`config.mk`:
```
export PLATFORM = sky130hd
export DESIGN_NAME = pc_sequencer
export DESIGN_NICKNAME = d
export VERILOG_FILES = /design/src/rtl/pc_sequencer.sv
export SDC_FILE = /design/constraint.sdc
export NUM_CORES = 1
export LEC_CHECK = 0
export CAP_MARGIN = 15
export CORE_AREA = 10 10 125 127
export CTS_CLUSTER_DIAMETER = 80
export CTS_CLUSTER_SIZE = 25
export DETAILED_ROUTE_END_ITERATION = 10
export DIE_AREA = 0 0 135 137
export GPL_ROUTABILITY_DRIVEN = 1
export GPL_TIMING_DRIVEN = 0
export HOLD_SLACK_MARGIN = 0.08
export PLACE_DENSITY = 0.77
export SETUP_SLACK_MARGIN = 0.2
export SLEW_MARGIN = 20
export SYNTH_ARGS = -nofsm -noshare
export SYNTH_HDL_FRONTEND = slang
export SYNTH_SLANG_ARGS = --single-unit
export TNS_END_PERCENT = 1
```
`constraint.sdc`:
```
create_clock -name CLK -period 3.2 [get_ports CLK]
set_input_delay 0.48 -clock CLK [delete_from_list [all_inputs] [get_ports CLK]]
set_output_delay 0.48 -clock CLK [all_outputs]
set_load 0.05 [all_outputs]
```
`src/rtl/pc_sequencer.sv`:
```
// Program-counter and memory-request sequencer. Owns the PC, runs the
// fetch / memory-wait / halted sequence, and emits the retire strobe that
// gates register writeback in the datapath.
module pc_sequencer #(
  parameter logic [31:0] PC_INIT = 32'h0000_0000,
  parameter int          WORD_W  = 32
) (
  input  logic              CLK,
  input  logic              RST,
  input  logic              ihit,
  input  logic              dhit,
  input  logic              BrEq,
  input  logic              BrNeq,
  input  logic              Jump,
  input  logic              Jal,
  input  logic              RegToPc,
  input  logic              Halt,
  input  logic              DatRead,
  input  logic              DatWrite,
  input  logic              zero,
  input  logic [15:0]       imm16,
  input  logic [25:0]       jaddr,
  input  logic [WORD_W-1:0] rdat1,
  output logic [WORD_W-1:0] pc,
  output logic [WORD_W-1:0] pc_plus4,
  output logic              iREN,
  output logic              dREN,
  output logic              dWEN,
  output logic              instr_done,
  output logic              halt
);

  typedef enum logic [1:0] {
    FETCH   = 2'd0,
    MEMWAIT = 2'd1,
    HALTED  = 2'd2
  } state_e;

  state_e            state_q, state_d;
  logic [WORD_W-1:0] pc_q, pc_d;
  logic [WORD_W-1:0] npc_q, npc_d;
  logic              rd_q, rd_d;
  logic              wr_q, wr_d;

  logic [WORD_W-1:0] pc_plus4_w;
  logic [WORD_W-1:0] br_off_w;
  logic [WORD_W-1:0] npc_w;
  logic              br_taken_w;
  logic              mem_op_w;

  assign pc_plus4_w = pc_q + 32'd4;
  assign br_off_w   = {{14{imm16[15]}}, imm16, 2'b00};
  // When both branch kinds decode, only the beq condition counts.
  assign br_taken_w = BrEq ? zero : (BrNeq & ~zero);
  assign mem_op_w   = DatRead | DatWrite;

  // Next-PC selection in priority order: jr, j/jal, taken branch, fall-through.
  always_comb begin
    npc_w = pc_plus4_w;
    if (RegToPc) begin
      npc_w = rdat1;
    end else if (Jump | Jal) begin
      npc_w = {pc_plus4_w[31:28], jaddr, 2'b00};
    end else if (br_taken_w) begin
      npc_w = pc_plus4_w + br_off_w;
    end
  end

  // State, PC and latched memory-op registers.
  always_ff @(posedge CLK) begin
    if (RST) begin
      state_q <= FETCH;
      pc_q    <= PC_INIT;
      npc_q   <= '0;
      rd_q    <= 1'b0;
      wr_q    <= 1'b0;
    end else begin
      state_q <= state_d;
      pc_q    <= pc_d;
      npc_q   <= npc_d;
      rd_q    <= rd_d;
      wr_q    <= wr_d;
    end
  end

  // Next-state logic: retire, park for a data access, or halt.
  always_comb begin
    state_d = state_q;
    pc_d    = pc_q;
    npc_d   = npc_q;
    rd_d    = rd_q;
    wr_d    = wr_q;
    unique case (state_q)
      FETCH: begin
        if (ihit) begin
          if (Halt) begin
            state_d = HALTED;
          end else if (mem_op_w) begin
            state_d = MEMWAIT;
            npc_d   = npc_w;
            rd_d    = DatRead;
            wr_d    = DatWrite & ~DatRead;
          end else begin
            pc_d = npc_w;
          end
        end
      end
      MEMWAIT: begin
        if (dhit) begin
          state_d = FETCH;
          pc_d    = npc_q;
          rd_d    = 1'b0;
          wr_d    = 1'b0;
        end
      end
      HALTED: begin
        state_d = HALTED;
      end
      default: begin
        state_d = FETCH;
      end
    endcase
  end

  // Output decode; reset forces every strobe low in the same cycle.
  always_comb begin
    iREN       = 1'b0;
    dREN       = 1'b0;
    dWEN       = 1'b0;
    instr_done = 1'b0;
    halt       = 1'b0;
    if (!RST) begin
      unique case (state_q)
        FETCH: begin
          iREN       = 1'b1;
          instr_done = ihit & ~Halt & ~mem_op_w;
        end
        MEMWAIT: begin
          dREN       = rd_q;
          dWEN       = wr_q;
          instr_done = dhit;
        end
        HALTED: begin
          halt = 1'b1;
        end
        default: begin
          iREN = 1'b0;
        end
      endcase
    end
  end

  assign pc       = pc_q;
  assign pc_plus4 = pc_plus4_w;

endmodule

```
Yosys cells after proc, flatten, opt, wreduce, memory -nomap -nowiden
Index checks and enable logic that the tools add are counted.

word-level totals
  bits of input ports = 87
  output and inout port bits = 69
  logic and storage cells = 64
  bits in registers = 68

operators by class
  multiplexer cells = 33
  reductions and logical operators = 6
  equality and inequality tests = 8
  $add $sub $neg = 2
  bitwise logic cells = 10

operator list
  operator                 count
  $mux W32                 7
  $pmux W32 S2             1
  $add A32 B3 Y32 const B  1
  $add A32 B32 Y32         1
  $mux W1                  17
  $ne A2 B2 Y1 const B     5
  $reduce_and A5 Y1        2
  $mux W2                  4
  $pmux W1 S2              3
  $pmux W2 S3              1
  $and A1 B1 Y1            4
  $not A1 Y1               4
  $reduce_and A4 Y1        1
  $ne A3 B3 Y1 const B     1
  $reduce_and A3 Y1        1
  $eq A2 B1 Y1 const B     1
  $eq A2 B2 Y1 const B     1
  $logic_not A2 Y1         1
  $or A1 B1 Y1             2
  $reduce_bool A2 Y1       1

Depth between registers and ports, before layout
  word-level depth = 10
  depth in mapped cells = 17

Least setup slack after synthesis
OpenSTA, ideal clock, no wires.

  path kind = register to register
  start point = register pc_q[4] (netlist: pc[4])
  end point = register pc_q[31] (netlist: pc[31])
  buffers on the path = 0
  period minus slack after synthesis = 4.791 ns
  data arrival time = 4.676 ns
  setup slack = -1.591 ns
  data required time = 3.085 ns
  stages on the path, launching flop included = 17
  cells stage by stage = dfxtp_1 -> and3_1 -> nand4_2 -> nor2_1 -> nand3_1 -> xnor2_1 -> ha_1 -> a21oi_1 -> o21ai_1 -> nor2_1 -> nor3_1 -> o2111ai_2 -> a211o_1 -> nand3_1 -> and3_1 -> o211ai_1 -> a31o_1

between the ends
  cells in the longest elaborated chain, start to end = 9

RTL lines
  item                      line  RTL
  start: declaration        40    logic [WORD_W-1:0] pc_q, pc_d;
  start signal: assignment  79    pc_q <= pc_d;
  $add A32 B3 Y32           51    assign pc_plus4_w = pc_q + 32'd4;
  named net pc_plus4[21]    25    output logic [WORD_W-1:0] pc_plus4,
  $add A32 B32 Y32          65    npc_w = pc_plus4_w + br_off_w;
  $mux W32                  64    end else if (br_taken_w) begin
  $mux W32                  62    end else if (Jump | Jal) begin
  $mux W32                  60    if (RegToPc) begin
  $mux W32                  98    end else if (mem_op_w) begin
  $mux W32                  96    if (Halt) begin
  $mux W32                  95    if (ihit) begin
  $pmux W32 S2              93    unique case (state_q)

The timed path passes the listed nets, and every way through them passes these cells. The select of a mux whose other input is x is not followed.
A chain may end at the register's enable or synchronous reset.

Worst setup path in the final report
  start point = register pc_q[4] (netlist: pc[4])
  end point = register pc_q[30] (netlist: pc[30])

between the ends
  cells in the longest elaborated chain, start to end = 9

RTL lines
  item               line
  $add A32 B3 Y32 *  51
  $add A32 B32 Y32   65
  $mux W32           64
  $mux W32 *         62
  $mux W32 *         60
  $mux W32 *         98
  $mux W32 *         96
  $mux W32 *         95
  $pmux W32 S2 *     93

Every way passes the cells marked *; elsewhere a longest branch is shown, timed or not. The select of a mux whose other input is x is not followed.

==> results.sh <==
export IMPL_crit_top_cell="and3_4"
export IMPL_grt_antenna_before_repair=0
export IMPL_wl_per_cell_um=21.1
export IMPL_drc=0
export IMPL_clockRootBuffer="clkbuf_16"
export IMPL_ant_nets=0
export IMPL_synth_ff_type="dfxtp_1"
export IMPL_synth_fa_ha_area_frac=0.0818
export IMPL_wirelength_mm=24.9
export IMPL_num_antenna_cells=0
export IMPL_hold_path_class="flop to flop"
export IMPL_yosys_cell_types_count=70
export IMPL_slew_viol_final=0
export IMPL_synth_edf_count=0
export IMPL_die_h_um=137
export IMPL_power_leakage_nw=3.58
export IMPL_wl_met2_mm=11.8
export IMPL_peakVddDrop_mv=0.508
export IMPL_grt_pass1_wl_mm=37.4
export IMPL_grt_usage=0.255
export IMPL_dieArea_um2=18500
export IMPL_final_util=0.702
export IMPL_synth_top_family_by_area="compound AO/OA/AOI/OAI gates"
export IMPL_timing_critical_path_buf_inv=0
export IMPL_hold_viol=0
export IMPL_drive_above_1_share=0.236
export IMPL_synth_seq_cells=68
export IMPL_final_cell_count_no_fill=1182
export IMPL_vias=7201
export IMPL_place_gp_congestion=0.958
export IMPL_cts_reportedPaths_clkPinSlew_ns=0.06
export IMPL_clk_latency_ns=0.33
export IMPL_layout_common_cells="131 x clkdlybuf4s50_1, 116 x nor2_1, 88 x nand2_1, 67 x a21oi_1, 50 x dfxtp_1"
export IMPL_start_kind="flop"
export IMPL_cts_buffer_depth=2
export IMPL_fillers=1027
export IMPL_arrival_ns=4.09
export IMPL_ys_seq_area_frac=0.237
export IMPL_critical_path_peak_fanout=5
export IMPL_drtPass1Iterations=7
export IMPL_die_width_um=135
export IMPL_crit_slowest_cell="a211oi_2"
export IMPL_dp_cells=1132
export IMPL_setup_violations=40
export IMPL_post_drt_via_cell_ratio=6.09
export IMPL_grt_pass1_vias=6728
export IMPL_htree_levels=3
export IMPL_clock_sinks=68
export IMPL_power_density_nw_per_um2=348
export IMPL_maxSlewHeadroom=0.468
export IMPL_setup_ws_ns=-0.635
export IMPL_drt_met1_wl_mm=10.3
export IMPL_place_hpwl_mm=18.3
export IMPL_synth_simple_gate_area_share=0.265
export IMPL_syn_area_per_cell_um2=7.17
export IMPL_drt_initial_drc_count=882
export IMPL_syn_cell_area_um2=5750
export IMPL_initial_core_util=0.439
export IMPL_violations="negative setup slack"
export IMPL_skew_ns=0.00737
export IMPL_highest_layer="met4"
export IMPL_yosysWarningCount=0
export IMPL_end_kind="flop"
export IMPL_nets=1125
export IMPL_io_buffers=154
export IMPL_synth_cells=802
export IMPL_tns_ns=-13.90
export IMPL_critPathKind="flop to flop"
export IMPL_min_period_over_period=1.20
export IMPL_cts_tree="yes"
export IMPL_worst_pin_slew_ns=0.798
export IMPL_max_freq_mhz=261
export IMPL_grt_max_degree=26
export IMPL_status="complete, but fails checks"
export IMPL_syn_nets=926
export IMPL_grt_setup_unrepaired="yes"
export IMPL_wl_met3_mm=2.37
export IMPL_cp_top_family="compound AO/OA/AOI/OAI gates"
export IMPL_io_pins=156
export IMPL_grt_ovfl_total=0
export IMPL_synthXorXnorAreaFrac=0.0670
export IMPL_placementRows=42
export IMPL_placed_cell_area_um2=8120
export IMPL_area_growth_pct=59.7
export IMPL_layout_commonest_cell="clkdlybuf4s50_1"
export IMPL_numCtsBuffers=9
export IMPL_post_place_ws_ns=-1.02
export IMPL_layout_min_cycle_time_ns=3.83
export IMPL_drv_cap=0
export IMPL_async_flop_share=0
export IMPL_worstPathRequired_ns=3.45
export IMPL_postCtsHoldBufs=0
export IMPL_finalInstanceArea_um2=9180
export IMPL_synth_compound_area_frac=0.300
export IMPL_slowest_delay_ns=0.38
export IMPL_core_area_um2=13100
export IMPL_crit_chain="and3_4 -> and3_4 -> and3_4 -> xor2_4 -> ha_4 -> nand2_2 -> and2b_2 -> a211o_4 -> o211ai_4 -> nand4_1 -> a41oi_2 -> mux2i_1 -> nor3_1 -> a211oi_2 -> nand2_1 -> a211oi_2"
export IMPL_muxShareOfSynthArea=0.00522
## layout make-up
cell class | instances | area, um^2 | share of cell area
sequential | 68 | 1410 | 0.154
tap | 176 | 220 | 0.0240
buffer | 53 | 225 | 0.0245
clock buffer | 11 | 264 | 0.0288
multi-input combinational | 670 | 5160 | 0.562
timing repair buffer | 188 | 1760 | 0.191
clock inverter | 5 | 103 | 0.0112
inverter | 11 | 41.3 | 0.00450
## flip-flops by register name, indices dropped and copies added (netlist names)
register	count
state_q	2
rd_q	1
wr_q	1
npc_q	32
pc	32
## power by group
part | switching, mW | total (mW) | internal, mW
registers | 0.0486 | 0.935 | 0.887
logic | 0.631 | 1.05 | 0.419
clock network | 0.377 | 1.21 | 0.830
## worst min-delay path: stages (launching register included)
cell     delay (ns)
dfxtp_1        0.31
nand2_1        0.05
a21oi_1        0.05
## kinds of logic after synthesis
group                    Yosys count
adder cells (fa/ha/maj)           37
multiplexers                       3
AND/OR/NAND/NOR                  332
flip-flops                        68
XOR/XNOR                          44
AO/OA/AOI/OAI                    254
buffers and inverters             64
## per-layer routing
metal	vias to the layer above	global-route usage
li1	3318	-
met1	3444	0.336
met2	394	0.415
met3	45	0.0528
met4	0	0.0646
met5	-	0
## Yosys cell counts, types with 8 or more instances
library cell	count	area, um^2
and2_1	8	50.1
nand3_1	22	110
a21oi_1	86	430
xnor2_1	20	175
xor2_1	24	210
a21o_1	13	97.6
inv_1	11	41.3
ha_1	36	450
o21ai_0	34	170
and3_1	21	131
o211ai_1	8	60.1
nor2_1	123	462
clkbuf_1	44	165
a211oi_1	47	353
a311oi_1	9	78.8
dfxtp_1	68	1360
nor3_1	25	125
nand2_1	90	338
## through the flow
stage,power (mW),hold slack [ns]
3_5_place_dp,1.88,0.449
6_report,3.19,0.457
5_1_grt,3.30,0.482
4_1_cts,3.12,0.456
3_3_place_gp,1.87,0.439
2_1_floorplan,1.53,0.427
## path summary, 6_finish.rpt
check,slack [ns],from,endpoint,cells past startpoint
setup / recovery,-0.63,pc[4]$_SDFFE_PP0P_,pc[30]$_SDFFE_PP0P_,16
hold / removal,0.46,npc_q[14]$_SDFFE_PP0P_,npc_q[14]$_SDFFE_PP0P_,2
setup reg to reg,-0.63,pc[4]$_SDFFE_PP0P_,pc[30]$_SDFFE_PP0P_,16
hold reg to reg,0.46,npc_q[14]$_SDFFE_PP0P_,npc_q[14]$_SDFFE_PP0P_,2
## repair_timing
action                                  in CTS  in global routing
resized for setup                          103                 70
endpoints found under the setup margin      69                 67
pin swaps                                   36                 31
buffers inserted                            15                 19
Note: power is estimated with default switching activity, not from simulation.
